`config.mk`:
```
export PLATFORM = sky130hd
export DESIGN_NAME = mmap_apb_bridge_n
export DESIGN_NICKNAME = d
export VERILOG_FILES = /design/src/rtl/mmap_apb_bridge_n.sv
export SDC_FILE = /design/constraint.sdc
export NUM_CORES = 1
export LEC_CHECK = 0
export BUFFER_PORTS_ARGS = -buffer_cell sky130_fd_sc_hd__buf_2
export CAP_MARGIN = 0
export CORE_AREA = 2 2 192 194
export DETAILED_ROUTE_END_ITERATION = 10
export DIE_AREA = 0 0 194 196
export GPL_TIMING_DRIVEN = 0
export PLACE_DENSITY = 0.54
export SKIP_LAST_GASP = 1
export SLEW_MARGIN = 40
export SYNTH_ARGS = -nofsm -noshare
export SYNTH_HDL_FRONTEND = slang
export SYNTH_SLANG_ARGS = --single-unit
```
`constraint.sdc`:
```
create_clock -name clk_i -period 3.7 [get_ports clk_i]
set_clock_uncertainty 0.1 [all_clocks]
set_input_delay 0.74 -clock clk_i [delete_from_list [all_inputs] [get_ports clk_i]]
set_output_delay 0.74 -clock clk_i [all_outputs]
set_load 0.005 [all_outputs]
```
`src/rtl/mmap_apb_bridge_n.sv`:
```
// rtl/mmap_apb_bridge_n.sv - mmap valid/ready to APB4 bridge for SLV_NUM slaves
// Base/shift decode, decode-miss/PSLVERR/timeout errors, sticky error capture with IRQ.
module mmap_apb_bridge_n #(
  parameter int unsigned SLV_NUM     = 8,
  parameter logic [31:0] ADDR_BASE   = 32'h1000_0000,
  parameter int unsigned SLV_SHIFT   = 12,
  parameter int unsigned TIMEOUT_CYC = 255,
  parameter logic [31:0] ERR_RDATA   = 32'hDEAD_BEEF
) (
  input  logic                    clk_i,
  input  logic                    rst_n_i,
  input  logic                    mmap_valid_i,
  input  logic [31:0]             mmap_addr_i,
  input  logic [31:0]             mmap_wdata_i,
  input  logic [3:0]              mmap_wstrb_i,
  output logic [31:0]             mmap_rdata_o,
  output logic                    mmap_ready_o,
  output logic                    mmap_err_o,
  output logic [31:0]             apb_paddr_o,
  output logic [2:0]              apb_pprot_o,
  output logic [SLV_NUM-1:0]      apb_psel_o,
  output logic                    apb_penable_o,
  output logic                    apb_pwrite_o,
  output logic [31:0]             apb_pwdata_o,
  output logic [3:0]              apb_pstrb_o,
  input  logic [SLV_NUM-1:0]      apb_pready_i,
  input  logic [32*SLV_NUM-1:0]   apb_prdata_i,
  input  logic [SLV_NUM-1:0]      apb_pslverr_i,
  input  logic                    err_clr_i,
  output logic                    err_valid_o,
  output logic [1:0]              err_cause_o,
  output logic [31:0]             err_addr_o
);

  localparam int unsigned IDX_W = (SLV_NUM > 1) ? $clog2(SLV_NUM) : 1;
  localparam logic [SLV_NUM-1:0] SEL_ONE = SLV_NUM'(1);

  typedef enum logic [1:0] {IDLE, SETUP, ACCESS, RESP} state_e;
  state_e state_q, state_d;

  logic [31:0]        off, idx_full;
  logic               hit;
  logic [IDX_W-1:0]   idx_q;
  logic [31:0]        paddr_q, pwdata_q, rdata_q, tcnt_q, err_addr_q;
  logic [3:0]         pstrb_q;
  logic               pwrite_q, penable_q, err_q, err_valid_q;
  logic [SLV_NUM-1:0] psel_q;
  logic [1:0]         cause_q, err_cause_q;
  logic               sel_ready, sel_err, timeout_hit;
  logic [31:0]        sel_rdata;

  assign off      = mmap_addr_i - ADDR_BASE;
  assign idx_full = off >> SLV_SHIFT;
  assign hit      = (mmap_addr_i >= ADDR_BASE) && (idx_full < SLV_NUM);

  assign sel_ready = apb_pready_i[idx_q];
  assign sel_err   = apb_pslverr_i[idx_q];
  assign sel_rdata = apb_prdata_i[idx_q*32 +: 32];
  // A pready in the final counted cycle takes priority over the abort.
  assign timeout_hit = (TIMEOUT_CYC != 0) && !sel_ready && (tcnt_q + 32'd1 == TIMEOUT_CYC);

  always_ff @(posedge clk_i or negedge rst_n_i) begin
    if (!rst_n_i) state_q <= IDLE;
    else          state_q <= state_d;
  end

  always_comb begin
    state_d = state_q;
    case (state_q)
      IDLE:    if (mmap_valid_i) state_d = hit ? SETUP : RESP;
      SETUP:   state_d = ACCESS;
      ACCESS:  if (sel_ready || timeout_hit) state_d = RESP;
      RESP:    state_d = IDLE;
      default: state_d = IDLE;
    endcase
  end

  always_ff @(posedge clk_i or negedge rst_n_i) begin
    if (!rst_n_i) begin
      idx_q     <= '0;
      paddr_q   <= '0;
      pwdata_q  <= '0;
      pstrb_q   <= '0;
      pwrite_q  <= 1'b0;
      psel_q    <= '0;
      penable_q <= 1'b0;
      tcnt_q    <= '0;
      rdata_q   <= '0;
      err_q     <= 1'b0;
      cause_q   <= '0;
    end else begin
      case (state_q)
        IDLE: if (mmap_valid_i) begin
          paddr_q  <= mmap_addr_i;
          pwdata_q <= mmap_wdata_i;
          pstrb_q  <= mmap_wstrb_i;
          pwrite_q <= |mmap_wstrb_i;
          if (hit) begin
            idx_q  <= idx_full[IDX_W-1:0];
            psel_q <= SEL_ONE << idx_full[IDX_W-1:0];
          end else begin
            rdata_q <= ERR_RDATA;
            err_q   <= 1'b1;
            cause_q <= 2'b01;
          end
        end
        SETUP: begin
          penable_q <= 1'b1;
          tcnt_q    <= '0;
        end
        ACCESS: begin
          if (sel_ready) begin
            psel_q    <= '0;
            penable_q <= 1'b0;
            err_q     <= sel_err;
            cause_q   <= sel_err ? 2'b10 : 2'b00;
            rdata_q   <= sel_err ? ERR_RDATA : (pwrite_q ? 32'h0 : sel_rdata);
          end else if (timeout_hit) begin
            psel_q    <= '0;
            penable_q <= 1'b0;
            err_q     <= 1'b1;
            cause_q   <= 2'b11;
            rdata_q   <= ERR_RDATA;
          end else begin
            tcnt_q <= tcnt_q + 32'd1;
          end
        end
        RESP: begin
          err_q   <= 1'b0;
          rdata_q <= '0;
        end
        default: ;
      endcase
    end
  end

  // First error is held; a clear coinciding with a new error re-arms with the new one.
  always_ff @(posedge clk_i or negedge rst_n_i) begin
    if (!rst_n_i) begin
      err_valid_q <= 1'b0;
      err_cause_q <= '0;
      err_addr_q  <= '0;
    end else if (state_q == RESP && err_q && (!err_valid_q || err_clr_i)) begin
      err_valid_q <= 1'b1;
      err_cause_q <= cause_q;
      err_addr_q  <= paddr_q;
    end else if (err_clr_i) begin
      err_valid_q <= 1'b0;
      err_cause_q <= '0;
      err_addr_q  <= '0;
    end
  end

  assign mmap_ready_o  = (state_q == RESP);
  assign mmap_err_o    = err_q;
  assign mmap_rdata_o  = rdata_q;
  assign apb_paddr_o   = paddr_q;
  assign apb_pprot_o   = 3'b010;
  assign apb_psel_o    = psel_q;
  assign apb_penable_o = penable_q;
  assign apb_pwrite_o  = pwrite_q;
  assign apb_pwdata_o  = pwdata_q;
  assign apb_pstrb_o   = pstrb_q;
  assign err_valid_o   = err_valid_q;
  assign err_cause_o   = err_cause_q;
  assign err_addr_o    = err_addr_q;

endmodule

```
==> metrics.cfg, run 1 <==
[flow_run]
maxCapViolations = 0

[timing]
final.setup.tns_ps = 0
hold_viol = 0
hold_ws_ps = 84.3
maxSlewViolCount = 0
layout_min_cycle_time_ps = 3520
setup_violations = 0
rsz0062_at_grt = yes
fmax_mhz = 284
relSlewSlack_pct = 48.6
tightest_slew_ps = 772
timing.final.crit_share_pct = 95.0

[cells_and_area]
nNetsFinal = 1790
final_cells = 1930
area_growth_pct = 35.9
final_area_sq_um = 14400
fillers = 3633
layout-drive-gt1-share_pct = 48.2

[worst_setup_path]
required_ps = 3920
crit_arrival_ps = 3740
cpMostUsedCell = buf_6
end_kind = flop
rr_worst_depth = 10
critical_path.max_stage_delay_ps = 630
cpMaxStageDelayCell = or4_1
cp_cell_sequence = nand4_2 > or4_1 > nor4_2 > and4_1 > o22ai_1 > nor4_4 > buf_6 > o21ai_2 > buf_6 > o2bb2ai_1
worstSetupPathType = flop to flop
critPathLaunchType = flop
cp_max_fo = 10

[route]
vias_per_cell = 5.07
wl_met1_mm = 16.1
wl_per_cell_um = 21.0
drc = 0
ant_nets = 0
dr.pass1.iters = 5
maxUsedRoutingLayer = met4
wl_met2_mm = 21.0
drt_iter0_markers = 643
num_vias = 9784
wl_met3_mm = 2.07
wl_mm = 40.6

[pwr]
switching_share_pct = 37.9
peakVddDrop_v = 0.000378
p_sw_w = 0.00329
power_w = 0.00870
p_clk_share_pct = 21.8
p_leak_nw = 6.67
p_int_w = 0.00541
comb_power_share_pct = 40.0
power_density_nw_per_um2 = 605
pwr-share-seq_pct = 38.2

[placement]
portBuffers = 489
gp_congestion = 0.939
placed_area_sq_um = 13700
placedCellCount = 1888
hpwlAfterDp_mm = 32.6

[synth]
yosys.area_share.xor_xnor_pct = 0.580
synthSimpleGateAreaFrac_pct = 12.6
synthArstFlopShare_pct = 100
synth_seq_cells = 185
syn_avg_cell_area_sq_um = 11.4
ys.flop_type = dfrtp_1
synth_mux_area_share_pct = 27.7
synthAdderAreaFrac_pct = 0.710
yosys_warnings = 0
syn-cell-area_sq_um = 10600
synth_edf_count = 0
synth_compound_area_share_pct = 9.97
synth_top_family_by_area = multiplexers
synth.area.top_cells = dfrtp_1 (44%), mux4_2 (14%), mux2_2 (7.7%)
synth_cells = 928
synth-seq-area-share_pct = 43.8
synthDistinctLibCells = 66
synth.largest_area_cell = dfrtp_1
synthTopCellsByCount = dfrtp_1 (185), nand2_1 (117), mux2_2 (72)
synth_most_common_cell = dfrtp_1
synth.top_cell.area_share_pct = 43.8

[cts]
cts.sinks = 185
cts_made_buffers = 17
clk_latency_ps = 450
htree_levels = 4
clk_path_buf_depth = 2
clk_pin_slew_worst_paths_ps = 80
cts-root-buf = clkbuf_16
cts_tree = built

[die]
dieArea_sq_um = 38000
die_y_um = 196
initial_core_util_pct = 29.3
core_area_sq_um = 36100
die_w_um = 194
pin_count = 494
placementRows = 70

[global_route]
grt_pass1_vias = 9879
grt_max_degree = 73
track_usage_pct = 20.8
antenna_found_initial = 15
overflow = 0
grt_pass1_wl_mm = 60.3

[outcome]
status = finished clean

[min_path]
hold_class = input port to asynchronous set/reset pin

layer usage:
| layer | up-vias | global-route usage [%] |
|---|---|---|
| met5 | - | 0 |
| met4 | 0 | 10.2 |
| met3 | 62 | 4.30 |
| met2 | 362 | 35.4 |
| met1 | 4863 | 25.2 |
| li1 | 4497 | - |
placed cells by master, fill, tap and decap left out, types with 6 or more instances in the layout:
| cell | instances |
|---|---|
| a21oi_1 | 32 |
| buf_1 | 11 |
| buf_2 | 498 |
| clkbuf_1 | 46 |
| clkbuf_16 | 17 |
| dfrtp_1 | 185 |
| diode_2 | 9 |
| ha_1 | 6 |
| inv_1 | 37 |
| mux2_2 | 72 |
| mux2i_1 | 58 |
| mux4_2 | 68 |
| nand2_1 | 117 |
| nand3_1 | 22 |
| nand4_1 | 13 |
| nor2_1 | 25 |
| nor3_1 | 12 |
| nor4_1 | 24 |
| o211ai_1 | 37 |
| o21a_1 | 24 |
| o21ai_0 | 8 |
| o2bb2ai_1 | 9 |
power groups by stage:
stage | combinational (W) | clock [W] | sequential (W)
2_1_floorplan | 0.00172 | 0 | 0.00334
3_3_place_gp | 0.00347 | 0 | 0.00333
3_5_place_dp | 0.00352 | 0 | 0.00335
4_1_cts | 0.00354 | 0.00194 | 0.00332
5_1_grt | 0.00381 | 0.00203 | 0.00342
6_report | 0.00348 | 0.00190 | 0.00332
final timing paths:
| check | start | to | slack, ps |
|---|---|---|---|
| min in group clk_i | apb_paddr_o[9] | err_addr_o[9] | 370 |
| setup reg to reg | tcnt_q[12] | mmap_rdata_o[22] | 180 |
| hold reg to reg | apb_paddr_o[9] | err_addr_o[9] | 370 |
| hold / removal | rst_n_i | apb_paddr_o[3] | 80 |
| setup / recovery | tcnt_q[12] | mmap_rdata_o[22] | 180 |
| max in group asynchronous | rst_n_i | mmap_rdata_o[3] | 2690 |
worst max-delay path: cells and delay by family, from the launching register on:
kind | cells | cell delay, ps
compound gates | 3 | 440
buf+inv | 2 | 430
flops | 1 | 510
simple gates | 5 | 1890
cell families (layout without fill, tap and decap cells):
kind of cell,Yosys count,count (layout)
AO/OA/AOI/OAI,147,147
XOR/XNOR,7,7
adder cells (fa/ha/maj),6,6
buffers and inverters,116,640
flip-flops,185,185
multiplexers,199,199
other,2,12
AND/OR/NAND/NOR,266,266
timing repair:
action / 4_1_cts / 5_1_grt
hold buffers: 0 / 0
pin swaps: 0 / 2
resized for setup: 1 / 9
setup buffers: 0 / 1
endpoints found under the setup margin: 19 / 49
state kept, by name, indices dropped and copies added, names as in the netlist, 3 cells and up:
signal / count
apb_paddr_o: 32
apb_pwdata_o: 32
err_addr_o: 32
mmap_rdata_o: 32
tcnt_q: 32
apb_psel_o: 8
apb_pstrb_o: 4
idx_q: 3
per-stage QoR:
step | util (%) | setup slack (ps)
2_1_floorplan | - | 683
3_3_place_gp | 37.7 | -1550
3_5_place_dp | 37.9 | -13.9
4_1_cts | 39.6 | 37.9
5_1_grt | 39.8 | -10.3
6_report | 39.8 | 185
area by class of cell:
type	instances	area [sq um]	share of cell area, %
flip-flops and latches	185	4630	32.2
plain buffers	78	353	2.45
clock inverters	13	150	1.04
multi-input cells	628	5530	38.5
well taps	468	586	4.07
clock buffers	19	443	3.08
repair buffers	492	2520	17.5
diodes	9	22.5	0.157
inverters	38	143	0.992
Note: power is estimated with default switching activity, not from simulation.
==> run 2, diff against run 1 <==
- RECOVER_POWER: default -> 50
==> metrics.cfg, run 2 (synthesis gave the netlist of run 1 again) <==
[outcome]
status = finished with violations  ; was finished clean
violations = capacitance limit, slew limit

[min_path]
hold_end = err_addr_o[9]
hold-path-cell-count = 2
hold_class = flop to flop  ; was input port to asynchronous set/reset pin
min_from = apb_paddr_o[9]

[worst_setup_path]
cpMostUsedCell = buf_6  ; unchanged
cpMaxStageDelayCell = or4_1  ; unchanged
critPathLaunchType = flop  ; unchanged
timing.rr.start = tcnt_q[12]  ; unchanged
end_kind = flop  ; unchanged
r2r-end = mmap_rdata_o[22]  ; unchanged
crit_arrival_ps = 3760  ; was 3740 ps
rr_worst_depth = 10  ; unchanged
r2r_slack_ps = 160  ; was 180 ps
cp_cell_sequence = nand4_2 > or4_1 > nor4_2 > and4_1 > o22ai_1 > nor4_4 > buf_6 > o21ai_2 > buf_6 > o2bb2ai_1  ; unchanged
required_ps = 3920  ; about the same
cp_max_fo = 10  ; unchanged
worstSetupPathType = flop to flop  ; unchanged
critical_path.max_stage_delay_ps = 630  ; about the same

[cts]
clk_pin_slew_worst_paths_ps = 90  ; was 80 ps
clk_path_buf_depth = 2  ; unchanged
cts-root-buf = clkbuf_16  ; unchanged
cts.sinks = 185  ; unchanged
cts_tree = built  ; unchanged
cts_made_buffers = 17  ; unchanged
htree_levels = 4  ; unchanged
ctsHoldBuffers = 0  ; unchanged
clk_latency_ps = 450  ; about the same

[route]
num_vias = 9813  ; was 9784
drt_iter0_markers = 600  ; was 643
drc = 0  ; unchanged
wl_mm = 40.7  ; was 40.6 mm
ant_nets = 0  ; unchanged
dr.pass1.iters = 5  ; unchanged
wl_per_cell_um = 21.1  ; was 21.0 um
vias_per_cell = 5.08  ; was 5.07

[placement]
placed_area_sq_um = 13700  ; unchanged
portBuffers = 489  ; unchanged
hpwlAfterDp_mm = 32.6  ; unchanged
gp_congestion = 0.939  ; unchanged
placedCellCount = 1888  ; unchanged

[pwr]
peakVddDrop_v = 0.000380  ; was 0.000378 V
power_density_nw_per_um2 = 604  ; was 605 nW/um^2
p_leak_nw = 6.50  ; was 6.67 nW
power_w = 0.00865  ; was 0.00870 W

[global_route]
track_usage_pct = 20.8  ; unchanged
antenna_found_initial = 15  ; unchanged
grt_pass1_wl_mm = 60.3  ; unchanged
overflow = 0  ; unchanged
grt_max_degree = 73  ; unchanged
grt_pass1_vias = 9879  ; unchanged

[cells_and_area]
nNetsFinal = 1790  ; unchanged
final_cells = 1931  ; was 1930
final_common_cell = buf_2  ; unchanged
regArea_sq_um = 4630  ; unchanged
area_growth_pct = 35.2  ; was 35.9%
multi_input_area_sq_um = 5530  ; unchanged
postLayoutCoreUtil_pct = 39.6  ; was 39.8%
final_area_sq_um = 14300  ; was 14400 sq um
fillers = 3641  ; was 3633
layout-drive-gt1-share_pct = 44.7  ; was 48.2%
final_cell_mix = buf_2 (447), dfrtp_1 (185), nand2_1 (117), clkbuf_1 (98), mux2_2 (72)  ; was buf_2 (498), dfrtp_1 (185), nand2_1 (117), mux2_2 (72), mux4_2 (68)

[die]
initial_core_util_pct = 29.3  ; unchanged
placementRows = 70  ; unchanged
die_y_um = 196  ; unchanged
core_area_sq_um = 36100  ; unchanged
dieArea_sq_um = 38000  ; unchanged
pin_count = 494  ; unchanged
die_w_um = 194  ; unchanged

[timing]
maxSlewViolCount = 46  ; was 0
relSlewSlack_pct = -93.5  ; was 48.6%
final.setup.tns_ps = 0  ; unchanged
setup_violations = 0  ; unchanged
hold_viol = 0  ; unchanged
timing.final.crit_share_pct = 95.7  ; was 95.0%
layout_min_cycle_time_ps = 3540  ; was 3520 ps
rsz0062_at_grt = yes  ; unchanged
fmax_mhz = 283  ; was 284 MHz
tightest_slew_ps = 2900  ; was 772 ps

[flow_run]
maxCapViolations = 1  ; was 0

==> run 2: cell types whose count changed in the layout (fill, tap and decap cells not counted) <==
cell	before	now
buf_8	1	0
buf_2	498	447
clkbuf_1	46	98
diode_2	9	10
==> run 2: cell type report <==
class / instances / area share, %
antenna: 10 / 0.175
inverter: 38 / 0.997
sequential: 185 / 32.4
timing repair buffer: 492 / 17.1
clock buffer: 19 / 3.10
clock inverter: 13 / 1.05
buffer: 78 / 2.47
multi-input combinational: 628 / 38.7
tap: 468 / 4.09
==> run 2: stage by stage <==
step / worst slack, ps / hold slack, ps
2_1_floorplan: 683 / 339
3_3_place_gp: -1550 / 362
3_5_place_dp: -13.9 / 368
4_1_cts: 37.9 / 80.3
5_1_grt: -10.3 / 363
6_report: 160 / 371
==> run 2: routing by layer <==
| layer | global-route usage (%) | vias up | wire, um | share of wire [%] |
|---|---|---|---|---|
| li1 | - | 4498 | - | - |
| met1 | 25.2 | 4882 | 16200 | 40 |
| met2 | 35.4 | 370 | 21000 | 52 |
| met3 | 4.30 | 63 | 2110 | 5.2 |
| met4 | 10.2 | 0 | 1410 | 3.5 |
| met5 | 0 | - | 0 | 0 |
==> run 2: worst max-delay path by stage <==
stage / end / slack, ps / cells past startpoint / start
6_report: mmap_rdata_o[22] / 160 / 10 / tcnt_q[12]
3_5_place_dp: mmap_rdata_o[16] / -10 / 9 / idx_q[0]
3_3_place_gp: mmap_rdata_o[26] / -1550 / 1 / rst_n_i
5_1_grt: mmap_rdata_o[21] / -10 / 9 / idx_q[0]
4_1_cts: mmap_rdata_o[22] / 40 / 10 / tcnt_q[4]
2_1_floorplan: mmap_rdata_o[17] / 680 / 11 / tcnt_q[0]
==> run 2: critical path: cells and delay by family (launching register included) <==
kind / cells / cell delay [ps]
buffers and inverters: 2 / 430
AND/OR/NAND/NOR: 5 / 1910
flip-flops: 1 / 510
AO/OA/AOI/OAI: 3 / 450
==> run 2: report_power, final <==
group	total (W)	internal, W	switching, W	leakage, nW
Clock	0.00190	0.000981	0.000918	0.286
Sequential	0.00333	0.00282	0.000517	2.33
Combinational	0.00341	0.00154	0.00187	3.89
==> run 2: what timing repair did <==
item,CTS,global route
pin swaps,0,2
hold endpoints to repair,0,0
gates resized for setup,1,9
endpoints found under the setup margin,19,49
setup buffers,0,1
